`src/rtl/wb_daq_sample_writer.sv`:
```
// Write-DMA stage: buffers acquisition samples in a small FIFO and stores them
// as consecutive 32-bit words through a classic Wishbone B3 master port.
module wb_daq_sample_writer #(
  parameter int FIFO_DEPTH = 16,
  parameter int CNT_WIDTH  = 16
) (
  input  logic                 wb_clk,
  input  logic                 wb_rst,
  input  logic                 start,
  input  logic [31:0]          base_adr,
  input  logic [CNT_WIDTH-1:0] num_samples,
  input  logic [31:0]          sample_dat,
  input  logic                 sample_valid,
  output logic                 sample_ready,
  output logic [31:0]          wb_master_adr_o,
  output logic [31:0]          wb_master_dat_o,
  output logic [3:0]           wb_master_sel_o,
  output logic                 wb_master_we_o,
  output logic                 wb_master_cyc_o,
  output logic                 wb_master_stb_o,
  output logic [2:0]           wb_master_cti_o,
  output logic [1:0]           wb_master_bte_o,
  input  logic                 wb_master_ack_i,
  input  logic                 wb_master_err_i,
  input  logic                 wb_master_rty_i,
  output logic                 busy,
  output logic                 done,
  output logic                 error,
  output logic [CNT_WIDTH-1:0] words_written
);

  localparam int          AW      = $clog2(FIFO_DEPTH);
  localparam logic [AW:0] DEPTH_L = (AW+1)'(FIFO_DEPTH);

  typedef enum logic [2:0] {
    S_IDLE      = 3'd0,
    S_WAIT_DATA = 3'd1,
    S_WRITE     = 3'd2,
    S_RETRY     = 3'd3,
    S_DONE      = 3'd4
  } state_t;

  state_t               state_q;
  logic [31:0]          adr_q;
  logic [31:0]          wb_adr_q;
  logic [31:0]          wb_dat_q;
  logic [3:0]           sel_q;
  logic                 cyc_q;
  logic [CNT_WIDTH-1:0] count_q;
  logic [CNT_WIDTH-1:0] accepted_q;
  logic [CNT_WIDTH-1:0] ww_q;
  logic                 busy_q;
  logic                 done_q;
  logic                 error_q;

  logic [31:0]          mem_q [FIFO_DEPTH];
  logic [AW:0]          wr_ptr_q;
  logic [AW:0]          rd_ptr_q;
  logic [AW:0]          wr_ptr_d;
  logic [AW:0]          rd_ptr_d;
  logic [AW:0]          fifo_level;
  logic                 fifo_full;
  logic                 fifo_empty;
  logic [31:0]          fifo_head;
  logic                 push;
  logic                 pop;
  logic [31:0]          base_aligned;

  assign base_aligned = base_adr & 32'hFFFF_FFFC;
  assign fifo_level   = wr_ptr_q - rd_ptr_q;
  assign fifo_full    = (fifo_level == DEPTH_L);
  assign fifo_empty   = (wr_ptr_q == rd_ptr_q);
  assign fifo_head    = mem_q[rd_ptr_q[AW-1:0]];

  // Samples beyond the programmed count are never accepted.
  assign sample_ready = busy_q && !fifo_full && (accepted_q < count_q);
  assign push         = sample_valid && sample_ready;
  assign pop          = (state_q == S_WRITE) && wb_master_ack_i && !wb_master_err_i;

  always_comb begin
    wr_ptr_d = wr_ptr_q;
    rd_ptr_d = rd_ptr_q;
    if (push) begin
      wr_ptr_d = wr_ptr_q + (AW+1)'(1);
    end else begin
      wr_ptr_d = wr_ptr_q;
    end
    if (pop) begin
      rd_ptr_d = rd_ptr_q + (AW+1)'(1);
    end else begin
      rd_ptr_d = rd_ptr_q;
    end
  end

  always_ff @(posedge wb_clk) begin
    if (push) begin
      mem_q[wr_ptr_q[AW-1:0]] <= sample_dat;
    end
  end

  always_ff @(posedge wb_clk) begin
    if (!wb_rst) begin
      state_q    <= S_IDLE;
      adr_q      <= 32'h0000_0000;
      wb_adr_q   <= 32'h0000_0000;
      wb_dat_q   <= 32'h0000_0000;
      sel_q      <= 4'h0;
      cyc_q      <= 1'b0;
      count_q    <= {CNT_WIDTH{1'b0}};
      accepted_q <= {CNT_WIDTH{1'b0}};
      ww_q       <= {CNT_WIDTH{1'b0}};
      busy_q     <= 1'b0;
      done_q     <= 1'b0;
      error_q    <= 1'b0;
      wr_ptr_q   <= {(AW+1){1'b0}};
      rd_ptr_q   <= {(AW+1){1'b0}};
    end else begin
      done_q   <= 1'b0;
      wr_ptr_q <= wr_ptr_d;
      rd_ptr_q <= rd_ptr_d;
      if (push) begin
        accepted_q <= accepted_q + CNT_WIDTH'(1);
      end
      case (state_q)
        S_IDLE: begin
          // busy stays high through the done cycle so a start there is ignored
          if (busy_q) begin
            busy_q <= 1'b0;
          end else if (start) begin
            adr_q      <= base_aligned;
            count_q    <= num_samples;
            ww_q       <= {CNT_WIDTH{1'b0}};
            accepted_q <= {CNT_WIDTH{1'b0}};
            error_q    <= 1'b0;
            busy_q     <= 1'b1;
            wr_ptr_q   <= {(AW+1){1'b0}};
            rd_ptr_q   <= {(AW+1){1'b0}};
            state_q    <= (num_samples == {CNT_WIDTH{1'b0}}) ? S_DONE : S_WAIT_DATA;
          end
        end
        S_WAIT_DATA: begin
          if (!fifo_empty) begin
            wb_adr_q <= adr_q;
            wb_dat_q <= fifo_head;
            cyc_q    <= 1'b1;
            sel_q    <= 4'hF;
            state_q  <= S_WRITE;
          end
        end
        S_WRITE: begin
          if (wb_master_err_i) begin
            cyc_q    <= 1'b0;
            sel_q    <= 4'h0;
            error_q  <= 1'b1;
            busy_q   <= 1'b0;
            wr_ptr_q <= {(AW+1){1'b0}};
            rd_ptr_q <= {(AW+1){1'b0}};
            state_q  <= S_IDLE;
          end else if (wb_master_ack_i) begin
            cyc_q   <= 1'b0;
            sel_q   <= 4'h0;
            ww_q    <= ww_q + CNT_WIDTH'(1);
            adr_q   <= adr_q + 32'd4;
            state_q <= ((ww_q + CNT_WIDTH'(1)) == count_q) ? S_DONE : S_WAIT_DATA;
          end else if (wb_master_rty_i) begin
            cyc_q   <= 1'b0;
            sel_q   <= 4'h0;
            state_q <= S_RETRY;
          end
        end
        S_RETRY: begin
          cyc_q   <= 1'b1;
          sel_q   <= 4'hF;
          state_q <= S_WRITE;
        end
        S_DONE: begin
          done_q  <= 1'b1;
          state_q <= S_IDLE;
        end
        default: begin
          cyc_q   <= 1'b0;
          sel_q   <= 4'h0;
          state_q <= S_IDLE;
        end
      endcase
    end
  end

  assign wb_master_adr_o = wb_adr_q;
  assign wb_master_dat_o = wb_dat_q;
  assign wb_master_sel_o = sel_q;
  assign wb_master_we_o  = cyc_q;
  assign wb_master_cyc_o = cyc_q;
  assign wb_master_stb_o = cyc_q;
  assign wb_master_cti_o = 3'b000;
  assign wb_master_bte_o = 2'b00;
  assign busy            = busy_q;
  assign done            = done_q;
  assign error           = error_q;
  assign words_written   = ww_q;

endmodule

```
`config.mk`:
```
export PLATFORM = sky130hd
export DESIGN_NAME = wb_daq_sample_writer
export DESIGN_NICKNAME = d
export VERILOG_FILES = /design/src/rtl/wb_daq_sample_writer.sv
export SDC_FILE = /design/constraint.sdc
export NUM_CORES = 1
export LEC_CHECK = 0
export CAP_MARGIN = 20
export CORE_AREA = 2 2 216 218
export CTS_BUF_LIST = sky130_fd_sc_hd__clkbuf_4 sky130_fd_sc_hd__clkbuf_8
export DETAILED_ROUTE_END_ITERATION = 16
export DIE_AREA = 0 0 218 220
export PLACE_DENSITY = 0.81
export RECOVER_POWER = 100
export SETUP_SLACK_MARGIN = 0.2
export SLEW_MARGIN = 0
export SYNTH_ARGS = -nofsm -noshare
export SYNTH_HDL_FRONTEND = slang
export SYNTH_SLANG_ARGS = --single-unit
```
`constraint.sdc`:
```
create_clock -name wb_clk -period 6.9 [get_ports wb_clk]
set_input_delay 1.38 -clock wb_clk [delete_from_list [all_inputs] [get_ports wb_clk]]
set_output_delay 1.38 -clock wb_clk [all_outputs]
set_load 0.1 [all_outputs]
```
# --- After elaboration in Yosys (flattened, before gate mapping) ---
# Memories as Yosys holds them, arrays and structs flattened. A register that Yosys moved wholly into a read port is not among the register bits.
# Index checks and enable logic that the tools add are counted.
totals:
  in_bits: 87
  n_memories: 1
  mem_bits_rw: 512
  output_inout_bits: 96
  ff_bits: 133
mem_list:
  columns: ["memory", "words", "word_bits", "read_ports", "rd_clocked_by_memory_dff", "write_ports", "line", "rtl"]
  rows:
  - ["mem_q", 16, 32, 1, 1, 1, "56", "logic [31:0] mem_q [FIFO_DEPTH];"]
op_classes:
  magnitude_cmp: 1
  bitwise: 3
  reduce_logical: 19
  muxes: 54
  addsub: 6
  eq_ne: 14
ops:
  columns: ["operator", "count"]
  rows:
  - ["$mux W16", 8]
  - ["$mux W32", 4]
  - ["$pmux W32 S2", 1]
  - ["$mux W5", 8]
  - ["$add A16 B1 Y16 const B", 2]
  - ["$add A32 B3 Y32 const B", 1]
  - ["$pmux W16 S2", 1]
  - ["$mux W3", 8]
  - ["$pmux W5 S2", 2]
  - ["$eq A16 B16 Y1", 1]
  - ["$logic_not A16 Y1", 1]
  - ["$lt A16 B16 Y1", 1]
  - ["$mux W4", 4]
  - ["$pmux W4 S4", 1]
  - ["$mux W1", 13]
  - ["$ne A2 B2 Y1 const B", 6]
  - ["$pmux W3 S4", 1]
  - ["$add A5 B1 Y5 const B", 2]
  - ["$reduce_and A4 Y1", 2]
  - ["$eq A3 B2 Y1 const B", 2]
  - ["$reduce_and A3 Y1", 2]
  - ["$eq A5 B5 Y1", 1]
  - ["$eq A5 B5 Y1 const B", 1]
  - ["$logic_and A1 B1 Y1", 5]
  - ["13 further kinds", 19]

# --- Depth between registers and ports, before layout ---
depth:
  depth_word: 10
  depth_mapped: 13
  depth_no_buf: 9

# --- Worst setup path before layout ---
# Ideal clock, no wire load.
synth_timing:
  path_type: "register to register"
  start: "reg rd_ptr_q[2]"
  end: "mem mem_q[0][0], enable pin"
  arrival_ns: 4.531
  path_stages_with_launch: 13
  t_required_ns: 6.439
  n_path_buf: 3
  setup_slack_ns: 1.908
  synth_period_minus_slack_ns: 4.992
  cell_sequence: "dfxtp_1 > clkbuf_1 > buf_1 > inv_1 > ha_1 > nand2_1 > o21ai_0 > mux2i_1 > o32a_1 > and2_1 > buf_4 > nand2_1 > nor3_1"
synth_via:
  elab_chain_len: 8
synth_rtl:
  columns: ["element", "line", "rtl"]
  rows:
  - ["start, declared", "58", "logic [AW:0] rd_ptr_q;"]
  - ["start signal, assigned", "116", "rd_ptr_q <= {(AW+1){1'b0}};"]
  - ["start signal, assigned", "120", "rd_ptr_q <= rd_ptr_d;"]
  - ["start signal, assigned", "137", "rd_ptr_q <= {(AW+1){1'b0}};"]
  - ["$sub A5 B5 Y5", "70", "assign fifo_level = wr_ptr_q - rd_ptr_q;"]
  - ["$eq A5 B5 Y1", "71", "assign fifo_full = (fifo_level == DEPTH_L);"]
  - ["$logic_not A1 Y1", "76", "assign sample_ready = busy_q && !fifo_full && (accepted_q < count_q);"]
  - ["$logic_and A1 B1 Y1 (2 in series)", "76", null]
  - ["$logic_and A1 B1 Y1", "77", "assign push = sample_valid && sample_ready;"]
  - ["$mux W1", "96", "if (push) begin"]
  - ["$mux W1 (not written as such)", "97", "mem_q[wr_ptr_q[AW-1:0]] <= sample_dat;"]
  - ["end, declared", "56", null]
# No other way between the ends.

# --- Final worst setup path ---
layout_timing:
  start: "reg rd_ptr_q[1]"
  end: "mem mem_q[3][21], enable pin"
# Same word-level chain as after synthesis.

==> impl_metrics.prom <==
# TYPE chip_impl_metric gauge
chip_impl_info{name="outcome",value="complete, but fails checks"} 1
chip_impl_info{name="failed_checks",value="max-capacitance violations, max-slew violations"} 1
chip_impl_metric{name="vdd_ir_drop_max",unit="mV"} 0.2243
chip_impl_metric{name="clkSlewWorstSetupHoldPaths",unit="ns"} 0.06
chip_impl_metric{name="fin_crit_sh",unit=""} 0.8707
chip_impl_info{name="critical_path.startpoint_type",value="flop"} 1
chip_impl_metric{name="wl_met2",unit="um"} 29780
chip_impl_metric{name="routed_wire_length_per_instance",unit="um"} 22.96
chip_impl_metric{name="sink_count",unit=""} 669
chip_impl_metric{name="setup_violations",unit=""} 0
chip_impl_metric{name="post_synth_mux_area_share",unit=""} 0.1316
chip_impl_metric{name="core_region_area",unit="sq um"} 45860
chip_impl_metric{name="ys_async_sr_fraction",unit=""} 0
chip_impl_info{name="yosys_most_used_dff",value="sky130_fd_sc_hd__edfxtp_1"} 1
chip_impl_metric{name="boundaryPins",unit=""} 183
chip_impl_metric{name="die_area",unit="sq um"} 47960
chip_impl_metric{name="hpwlAfterDp",unit="um"} 35490
chip_impl_metric{name="wirelength",unit="um"} 60980
chip_impl_metric{name="area_growth_syn_to_layout",unit="%"} 15.77
chip_impl_metric{name="effective_utilization_at_floorplan",unit=""} 0.5985
chip_impl_metric{name="die-height",unit="um"} 220
chip_impl_info{name="worstSetupPathType",value="flop to flop"} 1
chip_impl_metric{name="route.vias.total",unit=""} 16270
chip_impl_metric{name="worstMarginPinSlew",unit="ns"} 3.105
chip_impl_metric{name="postSynthAreaPerCell",unit="sq um"} 15.56
chip_impl_metric{name="r2r_setup_slack",unit="ns"} 0.89
chip_impl_metric{name="yosys.area_share.xor_xnor",unit=""} 0.01267
chip_impl_metric{name="totalPowerFinal",unit="W"} 0.008870
chip_impl_metric{name="power_frac_seq",unit=""} 0.513
chip_impl_metric{name="placement_rows",unit=""} 79
chip_impl_metric{name="power.internal",unit="W"} 0.006651
chip_impl_metric{name="max_cap_viol_count",unit=""} 20
chip_impl_metric{name="holdWs",unit="ns"} 0.4604
chip_impl_info{name="combinational_family_with_the_most_area_after_synthesis",value="multiplexers"} 1
chip_impl_metric{name="sw_ratio",unit=""} 0.2502
chip_impl_metric{name="worstSkewPairLatency",unit="ns"} 0.68
chip_impl_metric{name="max_freq",unit="GHz"} 0.1664
chip_impl_metric{name="synth_fa_ha_area_frac",unit=""} 0.01231
chip_impl_metric{name="nNetsFinal",unit=""} 2074
chip_impl_metric{name="synth-edff-count",unit=""} 512
chip_impl_metric{name="first_pass_iters",unit=""} 5
chip_impl_info{name="rsz0062_at_grt",value="no"} 1
chip_impl_metric{name="grtUsageTotal",unit=""} 0.2593
chip_impl_metric{name="viasPerCell",unit=""} 6.125
chip_impl_info{name="mostFrequentLayoutCell",value="sky130_fd_sc_hd__edfxtp_1"} 1
chip_impl_info{name="critical_path_top_delay_cell",value="sky130_fd_sc_hd__dlymetal6s4s_1"} 1
chip_impl_metric{name="cp.buffers_inverters",unit=""} 2
chip_impl_metric{name="cts-buffers-inserted",unit=""} 103
chip_impl_metric{name="synth.ff_latch_count",unit=""} 669
chip_impl_metric{name="slew_headroom",unit=""} -1.077
chip_impl_metric{name="route.detailed.drc",unit=""} 0
chip_impl_metric{name="portBuffers",unit=""} 173
chip_impl_metric{name="final_layout_size_suffix_gt1_frac",unit=""} 0.1853
chip_impl_metric{name="gp_congestion",unit=""} 0.8736
chip_impl_info{name="critical_path_cell_list",value="inv_1 > ha_1 > nand2_1 > o21ai_0 > mux2i_1 > o32a_1 > nand3_1 > nor3_1 > dlymetal6s4s_1"} 1
chip_impl_metric{name="grt_start_max_net_pins",unit=""} 117
chip_impl_metric{name="comb_power_share",unit=""} 0.107
chip_impl_metric{name="final-max-slew-violation-count",unit=""} 520
chip_impl_metric{name="grt_pass1_wl",unit="um"} 93120
chip_impl_metric{name="setup_ws",unit="ns"} 0.8920
chip_impl_metric{name="critical_path_peak_fanout",unit=""} 56
chip_impl_metric{name="synth_warn",unit=""} 0
chip_impl_metric{name="drtIter0Drc",unit=""} 1732
chip_impl_info{name="cts_tree",value="done"} 1
chip_impl_metric{name="cts-hold-fix-buffers",unit=""} 0
chip_impl_metric{name="h_tree_depth",unit=""} 3
chip_impl_metric{name="ys_seq_area_frac",unit=""} 0.6746
chip_impl_metric{name="finClkSkew",unit="ns"} 0.04118
chip_impl_info{name="worst_hold_path_type",value="flop to flop"} 1
chip_impl_metric{name="pwr_density_cell",unit="nW/um^2"} 279.1
chip_impl_metric{name="post_cts_buffers",unit=""} 0
chip_impl_info{name="clk_root_buffer_cell",value="sky130_fd_sc_hd__clkbuf_8"} 1
chip_impl_metric{name="clk_path_buf_depth",unit=""} 3
chip_impl_metric{name="yosys.cell_types.count",unit=""} 72
chip_impl_metric{name="worst_ep_arrival_time",unit="ns"} 6.25
chip_impl_metric{name="dieWidth",unit="um"} 218
chip_impl_metric{name="syn-cell-area",unit="sq um"} 27450
chip_impl_metric{name="grt_pass1_vias",unit=""} 16180
chip_impl_metric{name="fillCellCount",unit=""} 2965
chip_impl_info{name="end_kind",value="flop"} 1
chip_impl_metric{name="syn_inst",unit=""} 1764
chip_impl_info{name="route.top_layer_used",value="met5"} 1
chip_impl_metric{name="antenna_found_initial",unit=""} 10
chip_impl_metric{name="drt.antenna.violating_nets",unit=""} 0
chip_impl_info{name="most-common-layout-cells",value="sky130_fd_sc_hd__edfxtp_1, sky130_fd_sc_hd__nand2_1, sky130_fd_sc_hd__mux4_2"} 1
chip_impl_metric{name="clock_network_fraction_of_total_power",unit=""} 0.380
chip_impl_metric{name="post_cts.resized_instances",unit=""} 0
chip_impl_metric{name="synth-simple-area-share",unit=""} 0.07963
chip_impl_metric{name="final-hold-violation-count",unit=""} 0
chip_impl_info{name="cp_top_family",value="simple AND/OR/NAND/NOR gates"} 1
chip_impl_metric{name="route.met3.wl",unit="um"} 5207
chip_impl_metric{name="cellLeakagePower",unit="nW"} 10.51
chip_impl_metric{name="compound_gate_portion_of_the_synthesized_area",unit=""} 0.06568
chip_impl_metric{name="placement_stage_worst_setup_slack",unit="ns"} 1.914
chip_impl_metric{name="period_needed",unit="ns"} 6.008
chip_impl_metric{name="setup_total_negative_slack",unit="ns"} 0
chip_impl_metric{name="power.switching",unit="W"} 0.002219
chip_impl_metric{name="cp_slowest_stage_delay",unit="ns"} 1.56
chip_impl_metric{name="overflow",unit=""} 0
chip_impl_metric{name="wirelength_met1",unit="um"} 24540
chip_impl_metric{name="cp.required",unit="ns"} 7.15
==> power by group through the flow <==
stage               combinational [W]  clock [W]  sequential [W]
detailed placement           0.000962          0         0.00463
finish                       0.000950    0.00337         0.00455
global route                  0.00103    0.00359         0.00456
floorplan                    0.000635          0         0.00469
CTS                          0.000967    0.00343         0.00454
global placement             0.000935          0         0.00462
==> area by class of cell <==
class                           count  area (sq um)  area share
Clock inverter                     38         277.8    0.008741
Sequential cell                   669         18530      0.5830
Timing Repair Buffer              202          1906     0.05997
Tap cell                          607         759.5     0.02390
Inverter                           26         97.59    0.003071
Antenna cell                        4         10.01   0.0003150
Multi-Input combinational cell    958          8334      0.2623
Clock buffer                      152          1867     0.05874
==> cells by family after synthesis <==
group,Yosys count
mux,161
other cells,1
fa+ha+maj,27
xor+xnor,38
flops,669
compound gates,261
buf+inv,143
simple gates,464
==> worst register-to-register path, stage by stage, from the launching register on <==
cell and delay [ns]:
sky130_fd_sc_hd__dfxtp_4 0.89, sky130_fd_sc_hd__inv_1 0.11, sky130_fd_sc_hd__ha_1 0.32, sky130_fd_sc_hd__nand2_1 0.05, sky130_fd_sc_hd__o21ai_0 0.21, sky130_fd_sc_hd__mux2i_1 0.21
sky130_fd_sc_hd__o32a_1 0.47, sky130_fd_sc_hd__nand3_1 0.40, sky130_fd_sc_hd__nor3_1 1.34, sky130_fd_sc_hd__dlymetal6s4s_1 1.56
==> flip-flops by register name (all words and copies together), names as in the netlist <==
signal	flops
done	1
wr_ptr_q	5
wb_master_adr_o	30
mem_q	512
wb_master_dat_o	32
error	1
busy	1
count_q	16
accepted_q	16
rd_ptr_q	5
wb_master_sel_o	1
words_written	16
adr_q	30
state_q	3
==> cells in the mapped netlist (12+ instances only) <==
master / instances / area [sq um]
sky130_fd_sc_hd__edfxtp_1: 512 / 15370
sky130_fd_sc_hd__nand2_1: 213 / 799.5
sky130_fd_sc_hd__mux4_2: 160 / 3603
sky130_fd_sc_hd__dfxtp_1: 157 / 3143
sky130_fd_sc_hd__nor2_1: 81 / 304.0
sky130_fd_sc_hd__a21oi_1: 60 / 300.3
sky130_fd_sc_hd__clkbuf_1: 53 / 198.9
sky130_fd_sc_hd__a21boi_0: 50 / 375.4
sky130_fd_sc_hd__a21boi_1: 37 / 277.8
sky130_fd_sc_hd__buf_2: 32 / 160.2
sky130_fd_sc_hd__ha_1: 27 / 337.8
sky130_fd_sc_hd__nand3_1: 27 / 135.1
sky130_fd_sc_hd__inv_1: 25 / 93.84
sky130_fd_sc_hd__o21ai_0: 22 / 110.1
sky130_fd_sc_hd__xnor2_1: 21 / 183.9
sky130_fd_sc_hd__and2_1: 20 / 125.1
sky130_fd_sc_hd__and3_1: 20 / 125.1
sky130_fd_sc_hd__nor3_1: 18 / 90.09
sky130_fd_sc_hd__o21ai_1: 18 / 90.09
sky130_fd_sc_hd__nand4_1: 17 / 106.4
sky130_fd_sc_hd__buf_1: 16 / 60.06
sky130_fd_sc_hd__xor2_1: 16 / 140.1
sky130_fd_sc_hd__buf_4: 15 / 112.6
sky130_fd_sc_hd__nor2b_1: 15 / 93.84
sky130_fd_sc_hd__a31oi_1: 12 / 75.07
sky130_fd_sc_hd__or3_1: 12 / 75.07
==> per-stage QoR <==
step,instances,cell area (sq um),utilization
after floorplan,1770,27470,-
after global placement,2460,29800,0.6497
after detailed placement,2460,29800,0.6497
after CTS,2650,31940,0.6965
after global routing,2655,31780,0.6928
final,2656,31780,0.6929
==> final timing paths <==
check,from,endpoint,cells after the start
min,wb_master_dat_o[13],wb_master_dat_o[13],2
max,rd_ptr_q[1],mem_q[3][21],9
max reg2reg,rd_ptr_q[1],mem_q[3][21],9
min reg2reg,wb_master_dat_o[13],wb_master_dat_o[13],2
==> per-layer routing <==
metal	vias up	track usage
met5	-	0
met4	8	0.09977
met3	111	0.04969
met2	756	0.4176
met1	8178	0.3548
li1	7216	-
Power figures use the tool's default switching activity.
